`src/rtl/round_robin_distributor.sv`:
```
// Round-robin distributor: one input stream is spread over SIZE registered
// output buffers, and each word goes to the next available channel.
module round_robin_distributor #(
    parameter int WIDTH = 8,
    parameter int SIZE  = 4
) (
    input  logic                  clock,
    input  logic                  reset,
    input  logic                  write_valid,
    input  logic [WIDTH-1:0]      write_data,
    output logic                  write_ready,
    output logic [SIZE-1:0]       read_valid,
    output logic [SIZE*WIDTH-1:0] read_data,
    input  logic [SIZE-1:0]       read_ready
);
    localparam int PTR_W = (SIZE > 1) ? $clog2(SIZE) : 1;
    localparam logic [PTR_W-1:0] LAST = PTR_W'(SIZE - 1);

    logic [SIZE-1:0]  vld_p1;
    logic [WIDTH-1:0] data_p1 [SIZE];
    logic [PTR_W-1:0] ptr_p1;

    logic [SIZE-1:0]  avail_p0;
    logic [PTR_W-1:0] sel_hi_p0;
    logic [PTR_W-1:0] sel_lo_p0;
    logic             hi_found_p0;
    logic [PTR_W-1:0] sel_p0;
    logic [PTR_W-1:0] ptr_next_p0;
    logic             take_p0;

    // Stage 0: availability and pointer-relative channel selection.
    // A full buffer whose consumer is ready this cycle counts as available.
    assign avail_p0    = ~vld_p1 | read_ready;
    assign write_ready = |avail_p0;
    assign take_p0     = write_valid & write_ready;

    // Downward scan: the last hit is the lowest index. sel_hi is the lowest
    // available channel at or above the pointer, sel_lo the lowest overall
    // (used when the search wraps past SIZE-1).
    always_comb begin
        sel_hi_p0   = '0;
        sel_lo_p0   = '0;
        hi_found_p0 = 1'b0;
        for (int i = SIZE - 1; i >= 0; i--) begin
            if (avail_p0[i]) begin
                sel_lo_p0 = PTR_W'(i);
                if (PTR_W'(i) >= ptr_p1) begin
                    sel_hi_p0   = PTR_W'(i);
                    hi_found_p0 = 1'b1;
                end
            end
        end
        sel_p0      = hi_found_p0 ? sel_hi_p0 : sel_lo_p0;
        ptr_next_p0 = (sel_p0 == LAST) ? '0 : sel_p0 + PTR_W'(1);
    end

    // Stage 1: output buffers and priority pointer.
    // Data is cleared on reset as well so read_data reads zero afterwards.
    always_ff @(posedge clock) begin
        if (reset) begin
            vld_p1 <= '0;
            ptr_p1 <= '0;
            for (int i = 0; i < SIZE; i++) begin
                data_p1[i] <= '0;
            end
        end else begin
            for (int i = 0; i < SIZE; i++) begin
                if (take_p0 && (sel_p0 == PTR_W'(i))) begin
                    vld_p1[i]  <= 1'b1;
                    data_p1[i] <= write_data;
                end else if (read_ready[i]) begin
                    vld_p1[i] <= 1'b0;
                end
            end
            if (take_p0) begin
                ptr_p1 <= ptr_next_p0;
            end
        end
    end

    assign read_valid = vld_p1;

    always_comb begin
        read_data = '0;
        for (int i = 0; i < SIZE; i++) begin
            read_data[i*WIDTH +: WIDTH] = data_p1[i];
        end
    end

endmodule

```
`config.mk`:
```
export PLATFORM = sky130hd
export DESIGN_NAME = round_robin_distributor
export DESIGN_NICKNAME = d
export VERILOG_FILES = /design/src/rtl/round_robin_distributor.sv
export SDC_FILE = /design/constraint.sdc
export NUM_CORES = 1
export LEC_CHECK = 0
export CORE_ASPECT_RATIO = 0.6
export CORE_MARGIN = 2
export CORE_UTILIZATION = 49
export DETAILED_ROUTE_END_ITERATION = 12
export PLACE_DENSITY_LB_ADDON = 0.05
export SETUP_SLACK_MARGIN = 0.02
export SYNTH_ARGS = -nofsm -noshare
export SYNTH_HDL_FRONTEND = slang
export SYNTH_SLANG_ARGS = --single-unit
```
`constraint.sdc`:
```
create_clock -name clock -period 4.7 [get_ports clock]
set_input_delay 0.705 -clock clock [delete_from_list [all_inputs] [get_ports clock]]
set_output_delay 0.705 -clock clock [all_outputs]
set_load 0.05 [all_outputs]
```
* After elaboration in Yosys (flattened, before gate mapping)
Memory sizes are Yosys's and may differ from the RTL's. Cells that the tools add are included.
Storage, ports and cells: register bits 6, bits in writable memories 32, input port bits 15, output and inout bits 37, logic and storage cells 79, memories 1
Cells by class: add/sub/neg operators 1, $lt $le $gt $ge 4, equal/unequal tests 3, multiplexer cells 48, bitwise operators 7, reduce and logical (&&, ||, !) cells 10
Memory list:
- data_p1 | depth 4, width 8, rd ports 4, clocked after memory_dff 0, wr ports 4, RTL line 20 | logic [WIDTH-1:0] data_p1 [SIZE];
Operators with widths (count):
- 8-bit two-way mux | 4
- 1-bit two-way mux | 30
- 2-bit two-way mux | 14
- 2-bit nonzero test | 4
- 2-bit == test, second input constant | 2
- 1-bit by 2-bit >= comparator with 1-bit output, first input constant | 2
- 2-bit >= comparator, first input constant | 2
- 1-bit logical AND | 4
- 4-bit inverter | 1
- 1-bit bitwise OR | 4
- 4-bit bitwise OR | 1
- 4-bit OR reduction | 1
- 2-bit by 1-bit adder with 2-bit output, second input constant | 1
- 2-bit by 1-bit == test with 1-bit output, second input constant | 1
- 2-bit logical NOT | 1
- 1-bit AND | 1

* Logic depth before layout (Yosys ltp)
depth in word-level cells 16, gate-level depth with buffers 9, gate-level depth less buffers 7

* Least setup slack after synthesis
OpenSTA, ideal clock, no wires.
path kind input port to flip-flop, start point input port read_ready[3], end point memory data_p1[0][0], data pin, setup time 0.255 ns, data arrival time 2.141 ns, required time 4.445 ns, slack 2.305 ns, stages on the path 5, buffers on the path 1, path through and4bb_2 -> nand3_1 -> and4_1 -> buf_6 -> and2_1
RTL lines:
- from (decl) | RTL line 14 | input logic [SIZE-1:0] read_ready
- to (decl) | RTL line 20

* Worst setup path in the final report
start point input port read_ready[0], end point output port write_ready
Between the ends: longest elaborated chain between the ends 2
Ends and longest elaborated chain:
- 4-bit bitwise OR | RTL line 33 | assign avail_p0 = ~vld_p1 | read_ready;
- 4-bit OR reduction | RTL line 34 | assign write_ready = |avail_p0;
- to (decl) | RTL line 11 | output logic write_ready,
No other way between the ends.

==> metrics.md <==
| Metric | Value |
|---|---|
| Reg2Reg Setup Slack | `2.11 ns` |
| RR Endpoint | `data_p1[1][6]` |
| Total Wirelength | `3.750 mm` |
| Relative slew margins | `40.54%` |
| Initial DRC count | `75` |
| Gr usage total | `21.47%` |
| Internal | `approximately 0.70 mW` |
| Crit path buf inv count | `2` |
| Register area share after synthesis | `around two thirds` |
| Slowest CP cell | `clkdlybuf4s50_1` |
| Number of diodes | `0` |
| Buffers on Ports | `51` |
| RePlAce Congestion | `around 0.84` |
| CP delay by family, top | `buffers and inverters` |
| Worst path most repeated cell | `clkdlybuf4s50_1` |
| Max_cap viols | `0` |
| Rows | `16` |
| Fmax | `303.7 MHz` |
| Overall die height | `48.97 um` |
| RSZ-0062 raised after global routing | `false` |
| Fillers | `~260` |
| Share of layout cells above drive strength 1 | `a little over a tenth` |
| VDD IR-drop max | `0.0001976 V` |
| # setup viols final | `0` |
| Fin Clk Skew | `0.008601 ns` |
| Vias after detailed routing | `1165` |
| Sw Ratio | `between 30% and 40%` |
| Die width | `78.95 um` |
| Final hold slack | `0.5691 ns` |
| Post-CTS Hold Buffers | `0` |
| Final Critical Period | `3.292 ns` |
| Clock Power Share | `32.5%` |
| R2R cell count | `6` |
| First-pass GRT wire length | `5.934 mm` |
| CP max FO | `8` |
| Hold path start | `ptr_p1[1]` |
| Post-Synthesis Cells | `119` |
| Number of gates resized after CTS | `0` |
| Hold Path Class | `reg -> reg` |
| Arr. time, crit path | `2.59 ns` |
| Clock latency on the worst-skew pair | `0.29 ns` |
| Root Driver | `clkbuf_8` |
| Multi-input gate area | `between 500 and 600 um^2` |
| Logic gate share of total power | `between 20% and 30%` |
| Largest net degree at the start of global routing | `28` |
| Hold depth | `2` |
| Register bit total from synthesis | `38` |
| First-pass detailed-route iteration total | `4` |
| Fin Setup TNS | `0 ns` |
| Max H-tree Level | `2` |
| Core area | `0.003243 mm^2` |
| GRT overflow | `0` |
| Synth Cell Area | `about 0.0017 mm^2` |
| Placed wire-length estimate | `2.639 mm` |
| Post-synth cell types | `28` |
| Io pins | `52` |
| Syn Area/Cell | `13.88 um^2` |
| Vias in the first global route | `1138` |
| Switch Pwr | `0.3016 mW` |
| Utilization of the core after routing | `70.87%` |
| Crit path cell chain | `clkdlybuf4s50_1, nor2b_1, nand3_1, clkdlybuf4s50_1` |
| Yosys warnings | `0` |
| Worst hold endpoint | `ptr_p1[1]` |
| # DRC | `0` |
| Maximum root-to-sink buffer count | `2` |
| Crit. path cell count | `4` |
| TritonCTS clock tree | `yes` |
| Final nets | `about 190` |
| Outcome | `complete, no violations` |
| Area Overhead vs Synth | `39.17%` |
| Postcts setup bufs | `0` |
| Final Hold Violating Endpoints | `0` |
| Worst endpoint required time | `3.99 ns` |
| Max-slew violations | `0` |
| Syn Nets | `roughly 140` |
| Number of buffers created by CTS | `5` |
| Initial Util | `50.93%` |
| Die Area | `0.003866 mm^2` |
| Element type at the critical path start | `input port` |
| ANT nets after route | `0` |
| Register Area | `between 0.001 and 0.0015 mm^2` |
| Pre-CTS WS | `1.405 ns` |
| CTS clk-pin slew, worst paths | `0.08 ns` |
| PnR worst setup slack | `1.408 ns` |
| Worst slew pin tran | `about 0.9 ns` |
| Largest stage delay, worst path | `0.74 ns` |
| Initial antenna violation count | `0` |
| Crit path capture type | `output pin` |
| WL per Instance | `between 15 and 20 um` |
| Crit share post-route | `70.05%` |
| R2r startpoint | `read_valid[0]` |
| P_leak | `between 0.9 and 1 nW` |
| Via density | `between 5 and 6` |
| Power per cell area | `between 400 and 500 mW/mm^2` |
| Setup CP Type | `in -> out` |
| # clock sinks | `38` |
| Sequential share of power | `41.6%` |
## how the worst max path moves through the flow
stage                  start       endpoint  slack [ns]
6_report       read_ready[0]    write_ready        1.41
5_1_grt        read_ready[0]    write_ready        1.29
4_1_cts        read_ready[0]    write_ready        1.42
3_5_place_dp   read_ready[0]  data_p1[3][1]        1.40
3_3_place_gp   read_ready[0]    write_ready        1.50
2_1_floorplan  read_ready[3]  data_p1[0][0]        2.30
## power groups by stage
| stage | Clock, mW | Combinational, mW | Sequential, mW |
|---|---|---|---|
| finish | 0.325 | 0.258 | 0.416 |
| global route | 0.341 | 0.271 | 0.419 |
| CTS | 0.327 | 0.258 | 0.416 |
| detailed placement | 0 | 0.257 | 0.423 |
| global placement | 0 | 0.252 | 0.422 |
| floorplan | 0 | 0.0632 | 0.531 |
## cells in the final DEF, fill, tap and decap left out, drive strengths merged, types with 2 or more instances in the layout
cell	n
a21oi	3
and2	8
and3	24
bufinv	2
clkbuf	5
clkdlybuf4s50	51
dfxtp	6
edfxtp	32
ha	4
inv	4
nand2	10
nand2b	2
nor2	3
nor2b	2
o21ai	3
o221ai	2
## cells by family after synthesis
group	share of synthesized area [%]
adders and majority gates	3.030
buffers and inverters	4.091
muxes	0.6061
AOI/OAI and AO/OA	7.652
and+or+nand+nor	19.17
DFF	65.45
## metal layers
layer  track usage, %  part of all wire (%)  up-vias
met4            11.21                   2.5        0
li1                 -                     -      547
met3            6.667                   6.3        9
met2            31.48                    43       52
met1            28.96                    48      557
met5                0                     0        -
## synthesized netlist by cell type
library cell,count,share of area [%]
edfxtp_1,32,58
and3_1,17,6.4
nand2_1,10,2.3
and2_1,8,3.0
and3_2,7,3.2
dfxtp_1,6,7.3
buf_6,4,2.7
ha_1,4,3.0
inv_1,4,0.91
a21oi_1,3,0.91
nor2_1,3,0.68
o21ai_0,3,0.91
nand2b_1,2,0.76
o221ai_1,2,1.1
a21o_1,1,0.45
a22o_2,1,0.61
a311oi_4,1,1.6
a31oi_2,1,0.76
and4_1,1,0.53
and4bb_2,1,0.76
buf_4,1,0.45
mux2i_1,1,0.61
nand3_1,1,0.30
nor2b_1,1,0.38
nor2b_4,1,0.83
o21bai_1,1,0.45
o22a_1,1,0.53
o22ai_1,1,0.38
## flip-flops by register name, indices dropped and copies added, names as in the netlist
name and count:
read_valid 4, data_p1 32, ptr_p1 2
## through the flow
step	instances	area, um^2	power [mW]
after detailed placement	210	2166	0.6800
after global placement	210	2166	0.6739
after global routing	218	2298	1.031
after floorplan	119	1652	0.5940
final	218	2298	0.9987
after CTS	218	2298	1.000
## worst register-to-register path, stage by stage, from the launching register on
cell      delay [ns]
dfxtp_1         0.33
nor2b_1         0.58
o221ai_1        0.22
a21oi_1         0.37
ha_1            0.41
nand2_1         0.08
nand2_1         0.28
## area by class of cell
type,instances,share of cell area [%]
multi-input combinational,72,21.88
tap,45,2.450
timing repair buffer,51,22.21
inverter,4,0.6532
clock inverter,3,2.776
sequential,38,47.03
clock buffer,5,2.994
Note: power is estimated with default switching activity, not from simulation.
==> RTL change 1 (same flow settings) <==
Reset style: asynchronous (`reset`), changed in one clocked block.
--- a/src/rtl/round_robin_distributor.sv
+++ b/src/rtl/round_robin_distributor.sv
@@ -56,7 +56,7 @@
 
     // Stage 1: output buffers and priority pointer.
     // Data is cleared on reset as well so read_data reads zero afterwards.
-    always_ff @(posedge clock) begin
+    always_ff @(posedge clock or posedge reset) begin
         if (reset) begin
             vld_p1 <= '0;
             ptr_p1 <= '0;
Check against the original RTL: differs if reset is asserted again (counterexample within 4 cycles, from zero or initial values and one cycle with reset high); with reset held inactive, the same outputs for 10 cycles.
==> RTL change 1 against the original RTL <==
  * Worst hold slack got worse by 0.056 ns
  * Cell area rose by 6.3%
  * Non-clock buffer count rose by 1
  * Routed wire length fell by 5.7%
  * Register-to-register slack improved by 0.51 ns
  * First-iteration DRC count fell by 57%
  * Sequential cell count did not move
  * Final cell count fell by 4.1%
  * Area after synthesis rose by 7.2%
  * Worst setup slack improved by 0.062 ns
  * Via count fell by 7.2%
Power is left out: the tool's default activity adds up to more than one toggle a clock period on the data nets, which glitch-free logic cannot reach.
==> RTL change 1: results (changes against the original RTL) <==
Run status
  • Outcome: finished, final reports clean

Critical path
  • Capture instance of the worst register-to-register path: read_data[13]$_DFFE_PP0P_
  • Stage delay of the slowest cell on the critical path: 0.72 ns (-0.02 ns)
  • Worst EP arrival: 2.53 ns (-0.06 ns)
  • Register-to-register path setup slack: 2.62 ns (+0.51 ns)
  • Worst setup startpoint: read_ready[1]

Yosys
  • Register area share after synthesis: 0.537 (-0.117)
  • Netlist cell types: 20 (-29%)
  • Main synth FF type: sky130_fd_sc_hd__dfrtp_1
  • Net count of the mapped netlist: 124 (-10%)
  • Area contributors post-synth: sky130_fd_sc_hd__dfrtp_1 54%, sky130_fd_sc_hd__mux2_4 29%, sky130_fd_sc_hd__nand2_8 4.5%
  • Leading post-synthesis cells by instance count: 38 x sky130_fd_sc_hd__dfrtp_1, 34 x sky130_fd_sc_hd__mux2_4, 4 x sky130_fd_sc_hd__ha_1, 4 x sky130_fd_sc_hd__nand2_1, 4 x sky130_fd_sc_hd__nand2_8
  • Proportion of register bits with asynchronous set or reset after synthesis: 1.00 (+1.00)

Detailed routing
  • Avg Vias per Cell: 5.17 (-3.2%)
  • Iter 0 DRT Violations: 32 (-57%)
  • Router iterations before antenna repair: 4 (unchanged)
  • Total wirelength of the detailed-routed design: 3.54 mm (-5.7%)
  • M1 wire length: 1.66 mm (-8.0%)

Worst hold path
  • Startpoint of the tightest hold check path: read_data[31]$_DFFE_PP0P_
  • Cells on Worst Hold Path: 1 (-1)
  • Sink of the worst hold path: read_data[31]$_DFFE_PP0P_

GRT
  • Met2 Resource Use GR: 0.273 (-0.0416)
  • GRT met3 Usage: 0.0594 (-0.00731)
  • GR Util All Layers: 0.190 (-0.0249)
  • GRT met1 Usage: 0.264 (-0.0254)
  • Number of global-route vias before repair: 1050 (-7.7%)
  • First-pass GRT wire length: 5.60 mm (-5.7%)

STA
  • Layout Skew: 0.00584 ns (-0.00276 ns)
  • Worst-Margin Slew: 0.918 ns (+0.0260 ns)

Cells and area
  • Proportion of layout cells with a drive suffix above 1: 0.305 (+0.195)
[RTL change 1: area by class of cell]
cell class,count,area share
clock buffers,5,0.0282
flip-flops and latches,38,0.389
clock inverters,3,0.0164
well taps,45,0.0231
multi-input cells,63,0.326
repair buffers,52,0.212
inverters,3,0.00461
[RTL change 1: cell families (layout without fill, tap and decap cells)]
logic type,Yosys count,in the layout,synth area share
buf+inv,4,63,0.0127
mux,34,34,0.288
fa+ha+maj,4,4,0.0283
compound gates,9,9,0.0375
simple gates,16,16,0.0961
flops,38,38,0.537
[RTL change 1: per-stage QoR]
step                      instance area [sq um]  instances  setup WS [ns]  hold WS, ns
after detailed placement                   2330        201           1.49        0.498
final                                      2440        209           1.47        0.513
after global placement                     2330        201           1.51        0.494
after CTS                                  2440        209           1.48        0.515
after floorplan                            1770        105           2.36        0.505
after global routing                       2440        209           1.42        0.535
[RTL change 1: worst max-delay path: cells and delay by family]
kind | cells | cell delay (ns)
and+or+nand+nor | 2 | 0.69
buffers and inverters | 2 | 1.13
==> RTL change 2 (same settings) <==
Without the edit above. Change the parameter `WIDTH` from 8 to 6.
--- a/src/rtl/round_robin_distributor.sv
+++ b/src/rtl/round_robin_distributor.sv
@@ -1,7 +1,7 @@
 // Round-robin distributor: one input stream is spread over SIZE registered
 // output buffers, and each word goes to the next available channel.
 module round_robin_distributor #(
-    parameter int WIDTH = 8,
+    parameter int WIDTH = 6,
     parameter int SIZE  = 4
 ) (
     input  logic                  clock,
Ports: changed (resized read_data and write_data); port bits go from 52 to 42. The function was not compared with the original's and may differ.
==> RTL change 2 against the original RTL <==
  * Cell area is 19% lower
  * Power decreased by 33%
  * Register-to-register slack better by 0.65 ns
  * Routed wire length down 22%
  * Global-route usage decreased by 1.3 points
  * Worst setup slack got worse by 0.0017 ns
  * Area after synthesis shrank 19%
  * Sequential cell count is 8 lower
  * Largest cell class unchanged
==> RTL change 2: results (changes against the original RTL) <==
Yosys
  • Number of enable-type register cells in the synthesized netlist: 24 (-25%)
  • Netlist cell types: 25 (-11%)
  • Area contributors post-synth: sky130_fd_sc_hd__edfxtp_1 54%, sky130_fd_sc_hd__and2_1 11%, sky130_fd_sc_hd__dfxtp_1 8.9%
  • Leading post-synthesis cells by instance count: 24 x sky130_fd_sc_hd__and2_1, 24 x sky130_fd_sc_hd__edfxtp_1, 6 x sky130_fd_sc_hd__dfxtp_1
  • Register area share after synthesis: 0.626 (-0.0283)
  • Net count of the mapped netlist: 113 (-18%)

STA
  • Layout Skew: 0.00406 ns (-0.00454 ns)
  • Worst hold-check slack: 0.544 ns (-0.0250 ns)
  • Slew Limit Headroom: 0.647 (+0.241)

Detailed routing
  • Iter 0 DRT Violations: 33 (-56%)
  • Detail-routed net length per standard cell: 16.6 microns (-3.6%)
  • Avg Vias per Cell: 5.31 (-0.59%)

GRT
  • Number of global-route vias before repair: 903 (-21%)
  • Maximum number of pins on one net before global-route repair: 12 (-57%)
  • GR Util All Layers: 0.201 (-0.0134)
  • First-pass GRT wire length: 4.55 mm (-23%)

Critical path
  • Cell depth of the worst flop-to-flop path: 7 (+1)
  • Register-to-register path setup slack: 2.76 ns (+0.65 ns)
  • Largest fanout on the critical path: 5 (-3)
  • Stage delay of the slowest cell on the critical path: 0.72 ns (-0.02 ns)

Placed design
  • Gpl congestion: 0.853 (+2.0%)
  • Placement Setup Slack: 1.42 ns (+0.0148 ns)
  • Post-DP HPWL: 2.17 mm (-18%)

Power
  • Leak: 0.730 nW (-22%)
  • Worst supply voltage drop on vdd: 0.213 mV (+7.8%)
  • Power per standard cell area: 358 nW/um^2 (-18%)

Clock tree
  • Clock insertion delay at the later pin of the skew report: 0.27 ns (-0.02 ns)

Worst hold path
  • Sink of the worst hold path: read_valid[1]$_SDFFE_PP0P_
  • Startpoint of the tightest hold check path: read_valid[1]$_SDFFE_PP0P_

Cells and area
  • Proportion of layout cells with a drive suffix above 1: 0.0972 (-0.0126)
  • Nets: 160 (-16%)

Run status
  • Outcome: finished, final reports clean
RTL change 2: cell families after synthesis:
| family | Yosys count | synth area share |
|---|---|---|
| AO/OA/AOI/OAI | 17 | 0.0988 |
| adder cells (fa/ha/maj) | 4 | 0.0373 |
| buffers and inverters | 2 | 0.00559 |
| flip-flops | 30 | 0.626 |
| multiplexers | 1 | 0.00746 |
| AND/OR/NAND/NOR | 42 | 0.225 |
RTL change 2: final cells by class:
class,instances,area [sq um]
clock buffer,6,72.6
clock inverter,2,8.76
fill,176,687
inverter,1,3.75
multi-input combinational,64,494
sequential,30,841
tap,32,40.0
timing repair buffer,41,410
RTL change 2: stage by stage:
step	cells	instance area (sq um)	power, mW
final	176	1870	0.670
after global routing	176	1870	0.696
after CTS	176	1870	0.674
after detailed placement	168	1790	0.486
after global placement	168	1790	0.482
after floorplan	96	1340	0.427
RTL change 2: power breakdown:
part           switching, mW  internal, mW  total [mW]
Clock                 0.0875         0.101       0.189
Sequential            0.0104         0.309       0.320
Combinational          0.103        0.0578       0.161
RTL change 2: worst max-delay path, delay by kind of cell:
| family | cells | cell delay [ns] |
|---|---|---|
| buffers and inverters | 2 | 1.17 |
| and+or+nand+nor | 2 | 0.70 |
RTL change 2: per-layer routing:
layer / track usage / up-vias / wire (microns)
li1: - / 440 / -
met5: 0 / - / 0
met4: 0.0792 / 0 / 35
met2: 0.289 / 49 / 1240
met1: 0.279 / 442 / 1390
met3: 0.0774 / 4 / 260
